[src/rtl/debounce_pkg.sv]
// Shared types for the switch debouncer: state encoding and default tick count.
// State bit [1] is the debounced level, so db comes straight off a flop.
package debounce_pkg;

  localparam int N_TICKS_DEF = 3;

  typedef enum logic [1:0] {
    ZERO  = 2'b00,
    WAIT1 = 2'b01,
    ONE   = 2'b11,
    WAIT0 = 2'b10
  } db_state_t;

  function automatic logic state_level(input db_state_t s);
    return s[1];
  endfunction

endpackage

[src/rtl/debounce_fsm_if.sv]
// Tick/switch inputs and debounced outputs of debounce_fsm.
// Edge-pulse signals exist only when DEBOUNCE_EDGE_EN is defined.
interface debounce_fsm_if;

  logic tick;
  logic sw;
  logic db;
`ifdef DEBOUNCE_EDGE_EN
  logic db_rise;
  logic db_fall;

  modport master (output tick, output sw, input db, input db_rise, input db_fall);
  modport slave  (input tick, input sw, output db, output db_rise, output db_fall);
`else
  modport master (output tick, output sw, input db);
  modport slave  (input tick, input sw, output db);
`endif

endinterface

[src/rtl/debounce_fsm_sync_2ff.sv]
// Two-flop synchroniser for an asynchronous board input; reusable for any
// single-bit level that crosses into the clk domain.
module sync_2ff (
  input  logic clk,
  input  logic reset,
  input  logic d_i,
  output logic q_o
);

  logic meta_q;
  logic sync_q;

  always_ff @(posedge clk) begin
    if (reset) begin
      meta_q <= 1'b0;
      sync_q <= 1'b0;
    end else begin
      meta_q <= d_i;
      sync_q <= meta_q;
    end
  end

  assign q_o = sync_q;

endmodule

[src/rtl/debounce_fsm.sv]
// Tick-driven switch debouncer: sw must stay stable for N_TICKS ticks before db follows.
// Define DEBOUNCE_EDGE_EN to add registered db_rise/db_fall pulses.
module debounce_fsm
  import debounce_pkg::*;
#(
  parameter  int N_TICKS = N_TICKS_DEF,
  localparam int CW      = $clog2(N_TICKS + 1)
) (
  input logic           clk,
  input logic           reset,
  debounce_fsm_if.slave bus_if
);

  localparam logic [CW-1:0] CNT_LAST = CW'(N_TICKS - 1);

  logic          sw_s;
  db_state_t     state_q;
  logic [CW-1:0] cnt_q;
`ifdef DEBOUNCE_EDGE_EN
  logic          rise_q;
  logic          fall_q;
`endif

  sync_2ff u_sync (
    .clk   (clk),
    .reset (reset),
    .d_i   (bus_if.sw),
    .q_o   (sw_s)
  );

  // A returning sw_s aborts a wait before any tick is considered.
  always_ff @(posedge clk) begin
    if (reset) begin
      state_q <= ZERO;
      cnt_q   <= '0;
`ifdef DEBOUNCE_EDGE_EN
      rise_q  <= 1'b0;
      fall_q  <= 1'b0;
`endif
    end else begin
`ifdef DEBOUNCE_EDGE_EN
      rise_q <= 1'b0;
      fall_q <= 1'b0;
`endif
      case (state_q)
        ZERO: begin
          if (sw_s) begin
            state_q <= WAIT1;
            cnt_q   <= '0;
          end
        end
        WAIT1: begin
          if (!sw_s) begin
            state_q <= ZERO;
          end else if (bus_if.tick) begin
            if (cnt_q == CNT_LAST) begin
              state_q <= ONE;
`ifdef DEBOUNCE_EDGE_EN
              rise_q  <= 1'b1;
`endif
            end else begin
              cnt_q <= cnt_q + 1'b1;
            end
          end
        end
        ONE: begin
          if (!sw_s) begin
            state_q <= WAIT0;
            cnt_q   <= '0;
          end
        end
        WAIT0: begin
          if (sw_s) begin
            state_q <= ONE;
          end else if (bus_if.tick) begin
            if (cnt_q == CNT_LAST) begin
              state_q <= ZERO;
`ifdef DEBOUNCE_EDGE_EN
              fall_q  <= 1'b1;
`endif
            end else begin
              cnt_q <= cnt_q + 1'b1;
            end
          end
        end
        default: state_q <= ZERO;
      endcase
    end
  end

  assign bus_if.db = state_level(state_q);
`ifdef DEBOUNCE_EDGE_EN
  assign bus_if.db_rise = rise_q;
  assign bus_if.db_fall = fall_q;
`endif

endmodule

[src/flat_wrapper.sv]
// flat-port wrapper written by rule: the top's interface ports become plain ports
module debounce_fsm_flat import debounce_pkg::*;
#(
  parameter  int N_TICKS = N_TICKS_DEF,
  localparam int CW      = $clog2(N_TICKS + 1)
)
  (clk, reset, bus_if_tick, bus_if_sw, bus_if_db);
  debounce_fsm_if bus_if_i ();
  input logic clk;
  input logic reset;
  input wire logic [$bits(bus_if_i.tick)-1:0] bus_if_tick;
  input wire logic [$bits(bus_if_i.sw)-1:0] bus_if_sw;
  output wire logic [$bits(bus_if_i.db)-1:0] bus_if_db;
  assign bus_if_i.tick = bus_if_tick;
  assign bus_if_i.sw = bus_if_sw;
  assign bus_if_db = bus_if_i.db;
  debounce_fsm #(.N_TICKS(N_TICKS)) u_core (.clk(clk), .reset(reset), .bus_if(bus_if_i));
endmodule
[config.mk]
export PLATFORM = sky130hd
export DESIGN_NAME = debounce_fsm_flat
export DESIGN_NICKNAME = d
export VERILOG_FILES = /design/src/rtl/debounce_pkg.sv /design/src/rtl/debounce_fsm_if.sv /design/src/rtl/debounce_fsm_sync_2ff.sv /design/src/rtl/debounce_fsm.sv /design/src/flat_wrapper.sv
export SDC_FILE = /design/constraint.sdc
export NUM_CORES = 1
export LEC_CHECK = 0
export ABC_AREA = 1
export ABC_CLOCK_PERIOD_IN_PS = 1280
export CAP_MARGIN = 20
export CELL_PAD_IN_SITES_DETAIL_PLACEMENT = 1
export CELL_PAD_IN_SITES_GLOBAL_PLACEMENT = 1
export CORE_MARGIN = 5
export CORE_UTILIZATION = 36
export CTS_BUF_LIST = sky130_fd_sc_hd__clkbuf_8
export DETAILED_ROUTE_END_ITERATION = 7
export GPL_TIMING_DRIVEN = 0
export PLACE_DENSITY_LB_ADDON = 0.1
export SYNTH_ARGS = -nofsm -noshare
export SYNTH_HDL_FRONTEND = slang
export SYNTH_SLANG_ARGS = --single-unit
[constraint.sdc]
create_clock -name clk -period 1.28 [get_ports clk]
set_input_delay 0.256 -clock clk [delete_from_list [all_inputs] [get_ports clk]]
set_output_delay 0.256 -clock clk [all_outputs]
set_load 0.05 [all_outputs]
# Word-level counts from Yosys, hierarchy flattened
# Index checks and enable logic that the tools add are counted.
# totals
register_bits	6
latchBits	0
mem_bits_rw	0
mem_bits_ro	0
in_bits	4
out_inout_bits	1
wordCells	36
n_memories	0
# classes
n_addsub	1
n_mul	0
n_div	0
order_cmp	0
eq_ne	12
shift	0
n_mux	16
n_bitwise	0
reduce_logical	3
# op_table
cell	n
2-to-1 mux 2 bit	14
one-hot mux 2 bit (4 select lines)	2
inequality test 2 bit, second input constant	4
equality test 2 bit, second input constant	3
inequality test 3 x 2 -> 1 bit, second input constant	2
inequality test 3 bit, second input constant	2
AND reduction 6 bit	1
AND reduction 4 bit	1
adder 2 x 1 -> 2 bit, second input constant	1
equality test 2 x 1 -> 1 bit, second input constant	1
logical NOT 2 bit	1

# Longest topological paths before layout
# logic_depth
ltp_word	5
mapped_depth	9
depth_no_buf	9

# Hierarchy
# A second synthesis with hierarchy kept.
# unflattened
hier_cells	62
area_unflattened_um2	397.9
# by_module_without_submodules
mod	instances	cells_per_inst	area_each_um2	seq_area_each_um2
debounce_fsm	1	56	342.8	80.1
sync_2ff	1	6	55.1	40.0

# Worst setup path after synthesis
# OpenSTA, ideal clock, no wires.
# synth_timing
kind	register to register
startpoint	reg u_core.state_q[1]
endpoint	reg u_core.cnt_q[0]
setup_time_ps	114
arrival_time_ps	1602
required_ps	1166
setup_slack_ps	-435
path_stages_with_launch	7
n_path_buf	0
period_less_slack_ps	1715
cell_sequence	dfxtp_1 -> inv_1 -> ha_1 -> o21ai_1 -> nand3_2 -> a21oi_1 -> nor2_1
# synth_between
elab_chain_cells	3
# synth_rtl
element	line_no	source
start, declared	debounce_fsm.sv:17	db_state_t state_q;
start signal, assigned	debounce_fsm.sv:34	state_q <= ZERO;
start signal, assigned	debounce_fsm.sv:48	state_q <= WAIT1;
start signal, assigned	debounce_fsm.sv:54	state_q <= ZERO;
equality test 2 bit (tied with other cells)	debounce_fsm.sv:45	case (state_q)
inequality test 2 bit (no line)	-	
AND reduction 4 bit (no line)	-	
end signal, assigned	debounce_fsm.sv:62	cnt_q <= cnt_q + 1'b1;
end signal, assigned	debounce_fsm.sv:82	cnt_q <= cnt_q + 1'b1;
end, declared	debounce_fsm.sv:18	logic [CW-1:0] cnt_q;
# Several ways; a longest one is shown, not always the timed one.
# A chain may end at the register's enable or synchronous reset.

# Worst setup path after layout
# layout_timing
startpoint	reg u_core.state_q[0]
endpoint	reg u_core.state_q[1]
# layout_between
elab_chain_cells	3
# layout_rtl
element	line_no
equality test 2 x 1 -> 1 bit (tied with other cells)	debounce_fsm.sv:45
inequality test 3 x 2 -> 1 bit (no line) (tied with other cells)	-
AND reduction 6 bit (no line)	-
# Several ways; a longest one is shown, not always the timed one.

==> key figures <==
STA
  – Skew final: 0.003817 ns
  – Final period util: 1.001
  – Post-route setup slack: -0.001517 ns
  – Worst-Margin Slew: 0.2783 ns
  – RSZ-0062 raised after global routing: yes
  – Setup TNS: -0.001517 ns
  – Peak Freq: 780.3 MHz
  – Tmin final: 1.282 ns
  – Final hold slack: 0.4105 ns
  – Max_slew headroom: 0.8153
  – Slew Viols, Final: 0
  – Hold Vio Cnt, Final: 0
  – Number of setup violations in the final report: 1

Power and ir drop
  – Leak pwr: 0.3367 nW
  – Total power: 1.951 mW
  – Sw Share: 0.4484
  – Cell Pwr Density: 2721 nW/um2
  – Sw power: 874.8 uW
  – Part of the power in the clock network: 0.147
  – Int Pwr: 1.076 mW
  – Part of the power in registers: 0.185
  – Combinational group share of total power: 0.668
  – Max rail drop VDD: 1.543 mV

Cells and area
  – Filler cells: 164
  – # diodes: 0
  – Multi-input gate area: 382.9 um2
  – Post-route cell area: 716.9 um2
  – Share of post-route cells with drive strength above 1: 0.4074
  – Area occupied by registers: 127.6 um2
  – Final cell count without fillers: 96
  – Area delta synth->final: 43.97%
  – Nets: 93

Worst setup path
  – CP peak stage delay: 0.38 ns
  – Crit end category: register
  – Critical path arrival: 1.40 ns
  – R2r setup slk: -0.002 ns
  – Crit-path leading delay family: flip-flops
  – Buffers plus inverters on the worst setup path: 2
  – Critical path launch point type: register
  – R2R depth: 8
  – Cells along the critical path: inv_6 > ha_4 > nand2_2 > inv_2 > o21bai_1 > nand3_1 > nand2_1 > nor2_1
  – Reg-to-Reg End: u_core.state_q[1]
  – WS Path Type: reg -> reg
  – Stages on worst setup path: 8
  – Worst R2R Start: u_core.state_q[0]
  – Slowest stage cell, crit path: dfxtp_4
  – CP max FO: 5
  – Worst EP required: 1.40 ns

Route
  – Total wire length: 1.186 mm
  – Drt drc: 0
  – Antenna Violating Nets Remaining: 0
  – Vias per std cell: 4.698
  – DRT iter0 DRCs: 9
  – Routed WL per cell: 12.35 um
  – TritonRoute pass-1 iters: 3
  – Vias: 451

Worst hold path
  – Worst Hold Depth: 2
  – Worst hold endpoint: u_core.u_sync.q_o
  – Hold wc startpoint: u_core.u_sync.meta_q
  – Hold Path Class: reg -> reg

Global routing
  – Vias in the first global route: 472
  – Total GRT Usage: 0.1269
  – Antenna violations before repair: 0
  – Grt total ovfl: 0
  – Largest net degree at the start of global routing: 9
  – Global-route wire length before repair: 1.911 mm

CTS
  – Max clock buf depth: 2
  – Clk_lat worst skew: 0.22 ns
  – H-tree Lvls: 1
  – CTS tree: done
  – Post-cts hold buffer count: 0
  – CTS Buf Count: 3
  – CTS clk-pin slew, worst paths: 0.04 ns
  – Root Buffer: clkbuf_8
  – CTS Sinks: 6

Logic synthesis
  – Cell taking the most area after synthesis: dfxtp_1
  – Syn_nets: 83
  – Syn Area/Cell: 6.916 um2
  – Warnings, synthesis: 0
  – Most common cell in the netlist: nand2_1
  – Asr flop ratio synth: 0
  – Commonest cells in the netlist: 20 x nand2_1, 11 x inv_1, 9 x nor2_1, 7 x ha_1, 6 x dfxtp_1
  – Top cell type's share of synthesized area: 0.2412
  – Top cells by area, synth: dfxtp_1 24%, ha_1 18%, nand2_1 15%
  – Register area share after synthesis: 0.2412
  – EDFF count, synth: 0
  – Register bit total from synthesis: 6
  – Synth cell types: 19
  – Dominant synthesized flop cell: dfxtp_1
  – Synthesized instance count: 72
  – Synthesized cell area: 498.0 um2

Floorplan
  – IO Pins: 5
  – Die Area: 2227 um2
  – Site row count: 13
  – Initial Util: 0.3827
  – Core area: 1301 um2
  – DIE WIDTH: 47.19 um
  – Die extent in y: 47.19 um

Outcome
  – Status: finished with violations
  – Failing checks: setup timing

Job
  – Max-cap check violation count: 0

Placed design
  – Placed inst area: 578.1 um2
  – Dpl cells: 91
  – Port Buf Inserts: 4
  – Global placement routability congestion: 0.7404
  – Final HPWL DP: 825.7 um
-- area by class of cell --
cell class / instances / share of cell area
Multi-Input combinational cell: 50 / 0.5340
Sequential cell: 6 / 0.1780
Inverter: 15 / 0.1152
Timing Repair Buffer: 5 / 0.06806
Clock buffer: 3 / 0.05759
Tap cell: 15 / 0.02618
Buffer: 1 / 0.01571
Clock inverter: 1 / 0.005236
-- how the worst max path moves through the flow --
stage | from | end | slack (ns)
finish | u_core.state_q[0] | u_core.state_q[1] | -0.002
global route | u_core.cnt_q[0] | u_core.state_q[1] | -0.07
CTS | u_core.cnt_q[0] | u_core.cnt_q[1] | -0.01
detailed placement | u_core.state_q[0] | u_core.cnt_q[0] | -0.16
global placement | u_core.state_q[1] | bus_if_db | -0.13
floorplan | u_core.state_q[1] | u_core.cnt_q[0] | 0.02
-- kinds of logic (layout without fill, tap and decap cells) --
family,count (synthesis),in the layout,synth area share
simple gates,39,39,0.3643
compound gates,4,4,0.04522
flops,6,6,0.2412
fa+ha+maj,7,7,0.1759
buf+inv,16,25,0.1734
-- registers in the layout, indices dropped and copies added, names as in the netlist --
name	cells
u_core.state_q	2
u_core.u_sync.meta_q	1
u_core.cnt_q	2
u_core.u_sync.q_o	1
-- through the flow --
stage,util,worst slack (ns)
after CTS,0.4856,-0.01054
final,0.5510,-0.001517
after global routing,0.5510,-0.06845
after detailed placement,0.4442,-0.1586
after floorplan,-,0.01715
after global placement,0.4442,-0.1331
-- power by group through the flow --
stage | Clock, mW | Sequential [mW] | Combinational [mW]
after detailed placement | 0 | 0.324 | 1.04
final | 0.287 | 0.360 | 1.30
after global placement | 0 | 0.320 | 1.02
after CTS | 0.293 | 0.328 | 1.07
after floorplan | 0 | 0.362 | 0.776
after global routing | 0.319 | 0.373 | 1.46
-- cells in the final DEF (no fill, tap or decap), types with 3 or more instances in the layout --
master	synthesis	routed
dfxtp_1	6	4
nor2_1	9	8
ha_4	0	4
nand2_1	20	18
nand2_2	1	3
nand3_1	4	4
ha_2	0	3
inv_2	1	3
inv_1	11	8
clkdlybuf4s50_1	0	3
clkbuf_8	0	3
-- routing by layer --
layer / wire (um) / global-route usage
met2: 585 / 0.2304
met1: 515 / 0.1315
met5: 0 / 0
met4: 40 / 0.06630
met3: 45 / 0.03448
-- worst min-delay path, stage by stage (launching register included) --
cell	delay (ns)
dfxtp_1	0.29
inv_1	0.04
nor2_1	0.03
-- timing repair --
action,CTS,global route
pin swaps,0,9
resized for setup,7,19
buffers inserted,0,1
setup endpoints to repair,5,4
Power figures use the tool's default switching activity.
